$ cat config.mk
export PLATFORM = sky130hd
export DESIGN_NAME = fb_alu_dispatch
export DESIGN_NICKNAME = d
export VERILOG_FILES = /design/src/rtl/fb_alu_dispatch.sv
export SDC_FILE = /design/constraint.sdc
export NUM_CORES = 1
export LEC_CHECK = 0
export ABC_AREA = 1
export CORE_MARGIN = 1
export CORE_UTILIZATION = 43
export DETAILED_ROUTE_END_ITERATION = 7
export PLACE_DENSITY = 0.83
export SLEW_MARGIN = 20
export SYNTH_ARGS = -nofsm -noshare
export SYNTH_HDL_FRONTEND = slang
export SYNTH_SLANG_ARGS = --single-unit
$ cat constraint.sdc
create_clock -name clk -period 3.5 [get_ports clk]
set_input_delay 0.875 -clock clk [delete_from_list [all_inputs] [get_ports clk]]
set_output_delay 0.875 -clock clk [all_outputs]
set_load 0.005 [all_outputs]
$ cat src/rtl/fb_alu_dispatch.sv
// fb_alu_dispatch: RV32I decode/dispatch stage feeding the one-hot fb_alu.
// Decodes one instruction per cycle into a 19-bit one-hot ALU command with
// selected operands. The result is held in a single valid/ready output register.
module fb_alu_dispatch (
    input  logic        clk,
    input  logic        rst_n,
    input  logic        in_valid,
    output logic        in_ready,
    input  logic [31:0] in_instr,
    input  logic [31:0] in_pc,
    output logic [4:0]  rs1_addr,
    output logic [4:0]  rs2_addr,
    input  logic [31:0] rs1_data,
    input  logic [31:0] rs2_data,
    output logic [18:0] alu_control,
    output logic [31:0] op1,
    output logic [31:0] op2,
    output logic [4:0]  out_rd,
    output logic        illegal,
    output logic        out_valid,
    input  logic        out_ready
);

    localparam int unsigned XLEN   = 32;
    localparam int unsigned CTRL_W = 19;
    localparam int unsigned REG_W  = 5;

    // One-hot bit positions of the ALU command
    localparam int unsigned B_ADD   = 0;
    localparam int unsigned B_SUB   = 1;
    localparam int unsigned B_SLL   = 2;
    localparam int unsigned B_SLT   = 3;
    localparam int unsigned B_SLTU  = 4;
    localparam int unsigned B_XOR   = 5;
    localparam int unsigned B_SRL   = 6;
    localparam int unsigned B_SRA   = 7;
    localparam int unsigned B_OR    = 8;
    localparam int unsigned B_AND   = 9;
    localparam int unsigned B_PASS  = 10;
    localparam int unsigned B_BEQ   = 11;
    localparam int unsigned B_BNE   = 12;
    localparam int unsigned B_BLT   = 13;
    localparam int unsigned B_BGE   = 14;
    localparam int unsigned B_BLTU  = 15;
    localparam int unsigned B_BGEU  = 16;
    localparam int unsigned B_CSRRW = 17;
    localparam int unsigned B_CSRRS = 18;

    localparam logic [6:0] OPC_OP     = 7'b0110011;
    localparam logic [6:0] OPC_OP_IMM = 7'b0010011;
    localparam logic [6:0] OPC_LUI    = 7'b0110111;
    localparam logic [6:0] OPC_AUIPC  = 7'b0010111;
    localparam logic [6:0] OPC_BRANCH = 7'b1100011;
    localparam logic [6:0] OPC_SYSTEM = 7'b1110011;

    localparam logic [6:0] F7_ZERO = 7'b0000000;
    localparam logic [6:0] F7_ALT  = 7'b0100000;

    logic [6:0]        opcode;
    logic [2:0]        funct3;
    logic [6:0]        funct7;
    logic [XLEN-1:0]   imm_i;
    logic [XLEN-1:0]   imm_u;
    logic [XLEN-1:0]   shamt;
    logic [XLEN-1:0]   csr_addr;

    logic [CTRL_W-1:0] dec_ctrl;
    logic [XLEN-1:0]   dec_op1;
    logic [XLEN-1:0]   dec_op2;
    logic [REG_W-1:0]  dec_rd;
    logic              dec_ill;
    logic              load;

    assign opcode   = in_instr[6:0];
    assign funct3   = in_instr[14:12];
    assign funct7   = in_instr[31:25];
    assign imm_i    = {{20{in_instr[31]}}, in_instr[31:20]};
    assign imm_u    = {in_instr[31:12], 12'b0};
    assign shamt    = XLEN'(in_instr[24:20]);
    assign csr_addr = XLEN'(in_instr[31:20]);

    assign rs1_addr = in_instr[19:15];
    assign rs2_addr = in_instr[24:20];
    assign in_ready = !out_valid || out_ready;
    assign load     = in_valid && in_ready;

    // Decode the incoming instruction into command, operands and destination
    always_comb begin
        dec_ctrl = '0;
        dec_op1  = '0;
        dec_op2  = '0;
        dec_rd   = in_instr[11:7];
        dec_ill  = 1'b0;
        case (opcode)
            OPC_OP: begin
                dec_op1 = rs1_data;
                dec_op2 = rs2_data;
                if (funct7 == F7_ALT) begin
                    // Only SUB and SRA use the alternate funct7
                    case (funct3)
                        3'b000:  dec_ctrl[B_SUB] = 1'b1;
                        3'b101:  dec_ctrl[B_SRA] = 1'b1;
                        default: dec_ill = 1'b1;
                    endcase
                end else if (funct7 == F7_ZERO) begin
                    case (funct3)
                        3'b000:  dec_ctrl[B_ADD]  = 1'b1;
                        3'b001:  dec_ctrl[B_SLL]  = 1'b1;
                        3'b010:  dec_ctrl[B_SLT]  = 1'b1;
                        3'b011:  dec_ctrl[B_SLTU] = 1'b1;
                        3'b100:  dec_ctrl[B_XOR]  = 1'b1;
                        3'b101:  dec_ctrl[B_SRL]  = 1'b1;
                        3'b110:  dec_ctrl[B_OR]   = 1'b1;
                        default: dec_ctrl[B_AND]  = 1'b1;
                    endcase
                end else begin
                    dec_ill = 1'b1;
                end
            end
            OPC_OP_IMM: begin
                dec_op1 = rs1_data;
                dec_op2 = imm_i;
                case (funct3)
                    3'b000: dec_ctrl[B_ADD]  = 1'b1;
                    3'b010: dec_ctrl[B_SLT]  = 1'b1;
                    3'b011: dec_ctrl[B_SLTU] = 1'b1;
                    3'b100: dec_ctrl[B_XOR]  = 1'b1;
                    3'b110: dec_ctrl[B_OR]   = 1'b1;
                    3'b111: dec_ctrl[B_AND]  = 1'b1;
                    3'b001: begin
                        dec_op2 = shamt;
                        if (funct7 == F7_ZERO) dec_ctrl[B_SLL] = 1'b1;
                        else                   dec_ill = 1'b1;
                    end
                    default: begin
                        dec_op2 = shamt;
                        if (funct7 == F7_ZERO)     dec_ctrl[B_SRL] = 1'b1;
                        else if (funct7 == F7_ALT) dec_ctrl[B_SRA] = 1'b1;
                        else                       dec_ill = 1'b1;
                    end
                endcase
            end
            OPC_LUI: begin
                dec_op2          = imm_u;
                dec_ctrl[B_PASS] = 1'b1;
            end
            OPC_AUIPC: begin
                dec_op1         = in_pc;
                dec_op2         = imm_u;
                dec_ctrl[B_ADD] = 1'b1;
            end
            OPC_BRANCH: begin
                dec_op1 = rs1_data;
                dec_op2 = rs2_data;
                dec_rd  = '0;
                case (funct3)
                    3'b000:  dec_ctrl[B_BEQ]  = 1'b1;
                    3'b001:  dec_ctrl[B_BNE]  = 1'b1;
                    3'b100:  dec_ctrl[B_BLT]  = 1'b1;
                    3'b101:  dec_ctrl[B_BGE]  = 1'b1;
                    3'b110:  dec_ctrl[B_BLTU] = 1'b1;
                    3'b111:  dec_ctrl[B_BGEU] = 1'b1;
                    default: dec_ill = 1'b1;
                endcase
            end
            OPC_SYSTEM: begin
                dec_op1 = rs1_data;
                dec_op2 = csr_addr;
                case (funct3)
                    3'b001:  dec_ctrl[B_CSRRW] = 1'b1;
                    3'b010:  dec_ctrl[B_CSRRS] = 1'b1;
                    default: dec_ill = 1'b1;
                endcase
            end
            default: dec_ill = 1'b1;
        endcase
        // Unsupported instructions dispatch as a trap with all payload cleared
        if (dec_ill) begin
            dec_ctrl = '0;
            dec_op1  = '0;
            dec_op2  = '0;
            dec_rd   = '0;
        end
    end

    // Output register: load on handshake, drop valid when consumed with no refill
    always_ff @(posedge clk) begin
        if (!rst_n) begin
            out_valid   <= 1'b0;
            alu_control <= '0;
            op1         <= '0;
            op2         <= '0;
            out_rd      <= '0;
            illegal     <= 1'b0;
        end else if (load) begin
            out_valid   <= 1'b1;
            alu_control <= dec_ctrl;
            op1         <= dec_op1;
            op2         <= dec_op2;
            out_rd      <= dec_rd;
            illegal     <= dec_ill;
        end else if (out_ready) begin
            out_valid   <= 1'b0;
        end
    end

endmodule

# == Word-level counts from Yosys, hierarchy flattened ==
# Cells that the tools add are included.
# word_totals
reg_bits,90
in_bits,132
out_inout_bits,101
# classes
n_eq_ne,14
mux,47
reduce_logical,15
# op_table
op,count
$pmux W32 S4,1
$mux W32,3
$pmux W32 S2,1
$mux W1,28
$eq A7 B6 Y1 const B,3
$mux W5,4
$mux W19,1
$pmux W8 S2,1
$eq A7 B5 Y1 const B,2
$eq A7 B7 Y1 const B,2
$reduce_or A7 Y1,2
$eq A3 B3 Y1 const B,4
$reduce_or A6 Y1,2
$mux W2,4
$reduce_or A2 Y1,4
$logic_not A7 Y1,1
$eq A3 B2 Y1 const B,2
$mux W6,1
$pmux W1 S5,1
$reduce_or A4 Y1,1
$eq A3 B1 Y1 const B,1
$logic_not A3 Y1,1
$pmux W1 S3,1
$pmux W1 S2,1
other kinds (4),4

# == Logic depth before layout (Yosys ltp) ==
# depth
depth_word,7
mapped_depth,11

# == Least setup slack after synthesis ==
# Ideal clock, no wire load.
# synth_path
kind,input -> register
start,in in_instr[1]
end,reg op1[10]
arrival_ps,1970
t_required_ps,3430
slack_ps,1460
path_stages,10
cell_sequence,nand2_1 inv_1 nand2_1 or2_2 nand3_1 buf_2 nand2_1 nand2_1 nand3_1 a21oi_1
# synth_via
elab_chain_cells,4
# synth_rtl
item,line_no,rtl
"start, declared",9,"input logic [31:0] in_instr,"
"$eq A7 B7 Y1, or another cell as far along",94,case (opcode)
$reduce_or A4 Y1 (no line) / $reduce_or A2 Y1 (equally long branches),-,
$pmux W32 S2 / $pmux W1 S5 (equally long branches),94,
$mux W32 (*),178,if (dec_ill) begin
"end signal, assigned",198,op1 <= dec_op1;
"end, declared",16,"output logic [31:0] op1,"
# Every way passes the cells marked *; elsewhere a longest branch is shown, timed or not.
# A chain may end at the register's enable or synchronous reset.

# == Final worst setup path ==
# layout_path
start,in out_ready
end,out in_ready
# layout_via
elab_chain_cells,1
# layout_rtl
item,line_no,rtl
"start, declared",21,input logic out_ready
$logic_or A1 B1 Y1,84,assign in_ready = !out_valid || out_ready;
"end, declared",8,"output logic in_ready,"
# No other way between the ends.

==> impl_summary.md <==
Power and ir drop
The total power of the final layout is 2.06 mW. For this design the total switching power over the nets is 0.525 mW. In this run switching power makes up 25.5% of total power.

Registers are responsible for 49.9% of the overall power. The clock network burns around 35% of the power. The part of the power in combinational logic is 14.8%. The analysis attributes to cell leakage a power of 2.76 nW. Across the VDD grid, the largest voltage drop is 0.163 mV.

The internal power of the cells totals 1.54 mW. The ratio of total power to cell area is between 200 and 300 nW/µm².

Clock network
The clock root buffer is sky130_fd_sc_hd__clkbuf_8. In this run the deepest clock path goes through 2 buffers. The clock-pin slew on the worst setup and hold paths is ~0.09 ns. The number of gates given a new drive strength after cts is 0. The clock latency at the later pin of the worst-skew pair is 0.35 ns. Once the clock tree was built, the setup fixing pass inserted 0 buffers. The CTS tree is yes. The H-tree depth is 3.

For this design, the sink count on the clock tree is 90. TritonCTS created 9 clock buffers. The count of hold-fix buffers inserted at cts is 0.

Critical path
The worst setup path is launched from a primary input. The critical path start-end classification is in2out. The number of cells on the worst reg-to-reg path is 6. The endpoint of the lowest-slack register-to-register path is alu_control[2]. The critical path data arrival time is 2.02 ns.

STA classifies the critical path endpoint as an output pin. The worst setup slack for register-to-register paths is roughly 2.1 ns. The critical register-to-register path startpoint is out_valid. For the worst setup path, the data required time is 2.62 ns. The peak fanout along the critical path is 3.

Drt
The average wire length per cell after detail routing is 13.8 µm. The total DRC errors in the routed layout is 0. Across all layers, the routed design uses 5214 vias. After the first detailed-routing iteration, the DRC count stood at 252. The detail route stage leaves a number of antenna-violating nets equal to 0. The mean number of vias per cell is roughly 4.9.

After detailed routing, the total wire length is 14600 µm. Before antenna repair, the detailed router went through 5 iterations.

Logic synthesis
In the synthesized netlist the dominant register cell turns out to be sky130_fd_sc_hd__dfxtp_1. The net count after synthesis is 847. The cell with the most instances after synthesis is sky130_fd_sc_hd__nand2_1. Dividing the synthesized area by the synthesized cell count gives about 6.3 µm². The simple-gate area share of the yosys netlist is 40.4%. The complex-gate fraction of the synthesized area is 10.6%. Sorting the synthesized cells by area gives the leading types as sky130_fd_sc_hd__dfxtp_1 (40%), sky130_fd_sc_hd__nand2_1 (25%), sky130_fd_sc_hd__nand3_1 (11%), sky130_fd_sc_hd__a21oi_1 (10%), sky130_fd_sc_hd__clkbuf_1 (2.9%). Of the post-synthesis cell area, the dominant cell type holds 39.7%.

The synthesized netlist devotes 0% of its cell area to XOR and XNOR gates. The post-synthesis cell area is 4540 µm². The synthesized design spends more area on one cell type than any other, namely sky130_fd_sc_hd__dfxtp_1. By count the netlist is led by sky130_fd_sc_hd__nand2_1 (300), sky130_fd_sc_hd__nand3_1 (102), sky130_fd_sc_hd__a21oi_1 (91). The adder-cell area share of the yosys netlist is 0%. Synthesis produced a netlist whose cell count is 715. The portion of the post-synthesis area used by sequential elements is 39.7%.

The synthesized netlist contains 20 unique library cells. Counting flops with an async set or reset pin after synthesis yields a share of 0%. The portion of synthesized area spent on multiplexers is 0%. The dominant combinational cell family by area after synthesis is simple AND/OR/NAND/NOR gates. After synthesis the netlist holds a flip-flop and latch count of 90. The Yosys step of the flow raised 0 warnings. The synthesized design contains 0 enable-type register cells.

STA
The measured slew at the worst slew-check pin is approximately 0.55 ns. The share of the cycle needed by the critical path after routing is between 80 and 90%. The count of final max-slew check failures is 0. The worst relative slew slack is between 60% and 70%. In the final timing run, aggregate negative setup slack is 0 ns. The number of hold-slack violations in the final timing report is 0. Setup violations remaining at the end of the flow were counted as 0. Subtracting the final worst setup slack from the clock period gives between 2 and 3 ns.

The achievable clock frequency is roughly 350 MHz. Between clock sinks in the finished design, the worst skew comes to 0.00825 ns. Setup repair after global routing left no endpoint under its margin. Across all setup checks in the final design, the least slack found is ~0.6 ns.

Layout
In the final layout, the share of cells above drive strength 1 is 4.56%. The multi-input combinational cells in the finished layout cover a total of 2330 µm². The number of inserted filler cells in the final layout is roughly 900. The sequential cells in the finished layout cover a total of 1800 µm². The antenna diode count is 0. Compared with the post-synthesis result, the final layout area differs by 56.1%. The layout net count is 1048.

Hold path
In this run the most critical hold path is launched from op2[27]. The endpoint with the worst hold slack is op2[27]. The number of cells traversed by the worst hold path is 2. The class of the tightest hold or removal check is reg2reg.

Global routing
The initial antenna violation count is 0. Entering global routing, the biggest net connects 94 pins. The first global-routing pass estimated between 20000 and 25000 µm of wire. Across every metal layer, demand over resource in global routing totals 26.9%. The via count of the first global-routing pass is between 4000 and 5000. The remaining global-route overflow is 0.

Placed design
The worst-case setup slack after placement is 0.551 ns. Port buffering added 232 buffers. The global placer's final weighted congestion is between 0.8 and 0.9. The wire-length estimate of the detail-placed layout is 10600 µm.

Floorplan
The die covers 11000 µm². The horizontal die dimension is 105 µm. Once the floorplan was initialized, standard cells occupied 44.2% of the core. The height of the die is 105 µm. During I/O placement, the number of pins put on the boundary was 233.

The placement row count is 37. The core area is 10300 µm².

Status
The flow ran to the end, and the final reports show no timing, DRC or antenna violations.

Run
Across the run, the number of max-cap violations was 0.
==> cells by family after synthesis <==
logic type | after synthesis
and+or+nand+nor | 443
buffers and inverters | 87
AOI/OAI and AO/OA | 95
DFF | 90
==> cell type report <==
| type | count | share of cell area (%) |
|---|---|---|
| Timing Repair Buffer | 248 | 35.0 |
| Multi-Input combinational cell | 538 | 32.8 |
| Sequential cell | 90 | 25.4 |
| Tap cell | 136 | 2.40 |
| Clock buffer | 9 | 1.75 |
| Inverter | 29 | 1.54 |
| Clock inverter | 7 | 1.06 |
==> state kept, by name, indices dropped and copies added, names as in the netlist <==
signal and count:
op1 32, op2 32, alu_control 19, out_rd 5, illegal 1, out_valid 1
==> cell usage in the layout (no fill, tap or decap) <==
cell type / count
sky130_fd_sc_hd__a21oi_1: 90
sky130_fd_sc_hd__nor2_8: 1
sky130_fd_sc_hd__nor3_1: 4
sky130_fd_sc_hd__o211ai_1: 2
sky130_fd_sc_hd__dfxtp_1: 90
sky130_fd_sc_hd__nor2_4: 1
sky130_fd_sc_hd__a21oi_2: 1
sky130_fd_sc_hd__inv_6: 4
sky130_fd_sc_hd__buf_12: 3
sky130_fd_sc_hd__clkbuf_8: 9
sky130_fd_sc_hd__nand2_4: 1
sky130_fd_sc_hd__clkinv_2: 2
sky130_fd_sc_hd__inv_2: 3
sky130_fd_sc_hd__inv_1: 26
sky130_fd_sc_hd__nand4_1: 3
sky130_fd_sc_hd__nand2_1: 299
sky130_fd_sc_hd__nor2_2: 2
sky130_fd_sc_hd__nand3_1: 102
sky130_fd_sc_hd__bufinv_16: 1
sky130_fd_sc_hd__o21ai_1: 1
sky130_fd_sc_hd__nor2_1: 29
sky130_fd_sc_hd__or2_2: 1
sky130_fd_sc_hd__buf_4: 13
sky130_fd_sc_hd__clkdlybuf4s50_1: 232
sky130_fd_sc_hd__o21ai_0: 1
==> worst max-delay path by stage <==
stage	start	to	slack [ns]	depth (start not counted)
2_1_floorplan	in_instr[1]	op1[10]	1.46	10
3_3_place_gp	in_instr[1]	illegal	0.60	13
3_5_place_dp	in_instr[0]	op1[22]	0.55	12
4_1_cts	out_ready	in_ready	0.60	4
5_1_grt	out_ready	in_ready	0.58	4
6_report	out_ready	in_ready	0.60	4
==> through the flow <==
step | instances | hold WS [ns] | utilization [%] | cell area, µm²
CTS | 1057 | 0.468 | 68.9 | 7090
floorplan | 715 | 0.462 | - | 4540
detailed placement | 1041 | 0.455 | 67.0 | 6890
global placement | 1041 | 0.451 | 67.0 | 6890
finish | 1057 | 0.466 | 68.9 | 7090
global route | 1057 | 0.485 | 68.9 | 7090
==> power groups by stage <==
stage	registers, mW	clock network, mW	logic [mW]
after floorplan	1.05	0	0.106
after global placement	1.05	0	0.303
after detailed placement	1.05	0	0.303
after CTS	1.03	0.748	0.304
after global routing	1.03	0.796	0.328
final	1.03	0.729	0.304
==> worst max-delay path, stage by stage <==
cell	delay, ns
sky130_fd_sc_hd__clkdlybuf4s50_1	0.45
sky130_fd_sc_hd__inv_1	0.04
sky130_fd_sc_hd__nand2_1	0.13
sky130_fd_sc_hd__clkdlybuf4s50_1	0.52
==> layer usage <==
| metal | track usage, % | wire length (µm) | vias up |
|---|---|---|---|
| li1 | - | - | 2684 |
| met1 | 33.2 | 6070 | 2331 |
| met2 | 46.0 | 7150 | 177 |
| met3 | 6.61 | 1030 | 22 |
| met4 | 8.35 | 303 | 0 |
| met5 | 0 | 0 | - |
Note: power is estimated with default switching activity, not from simulation.
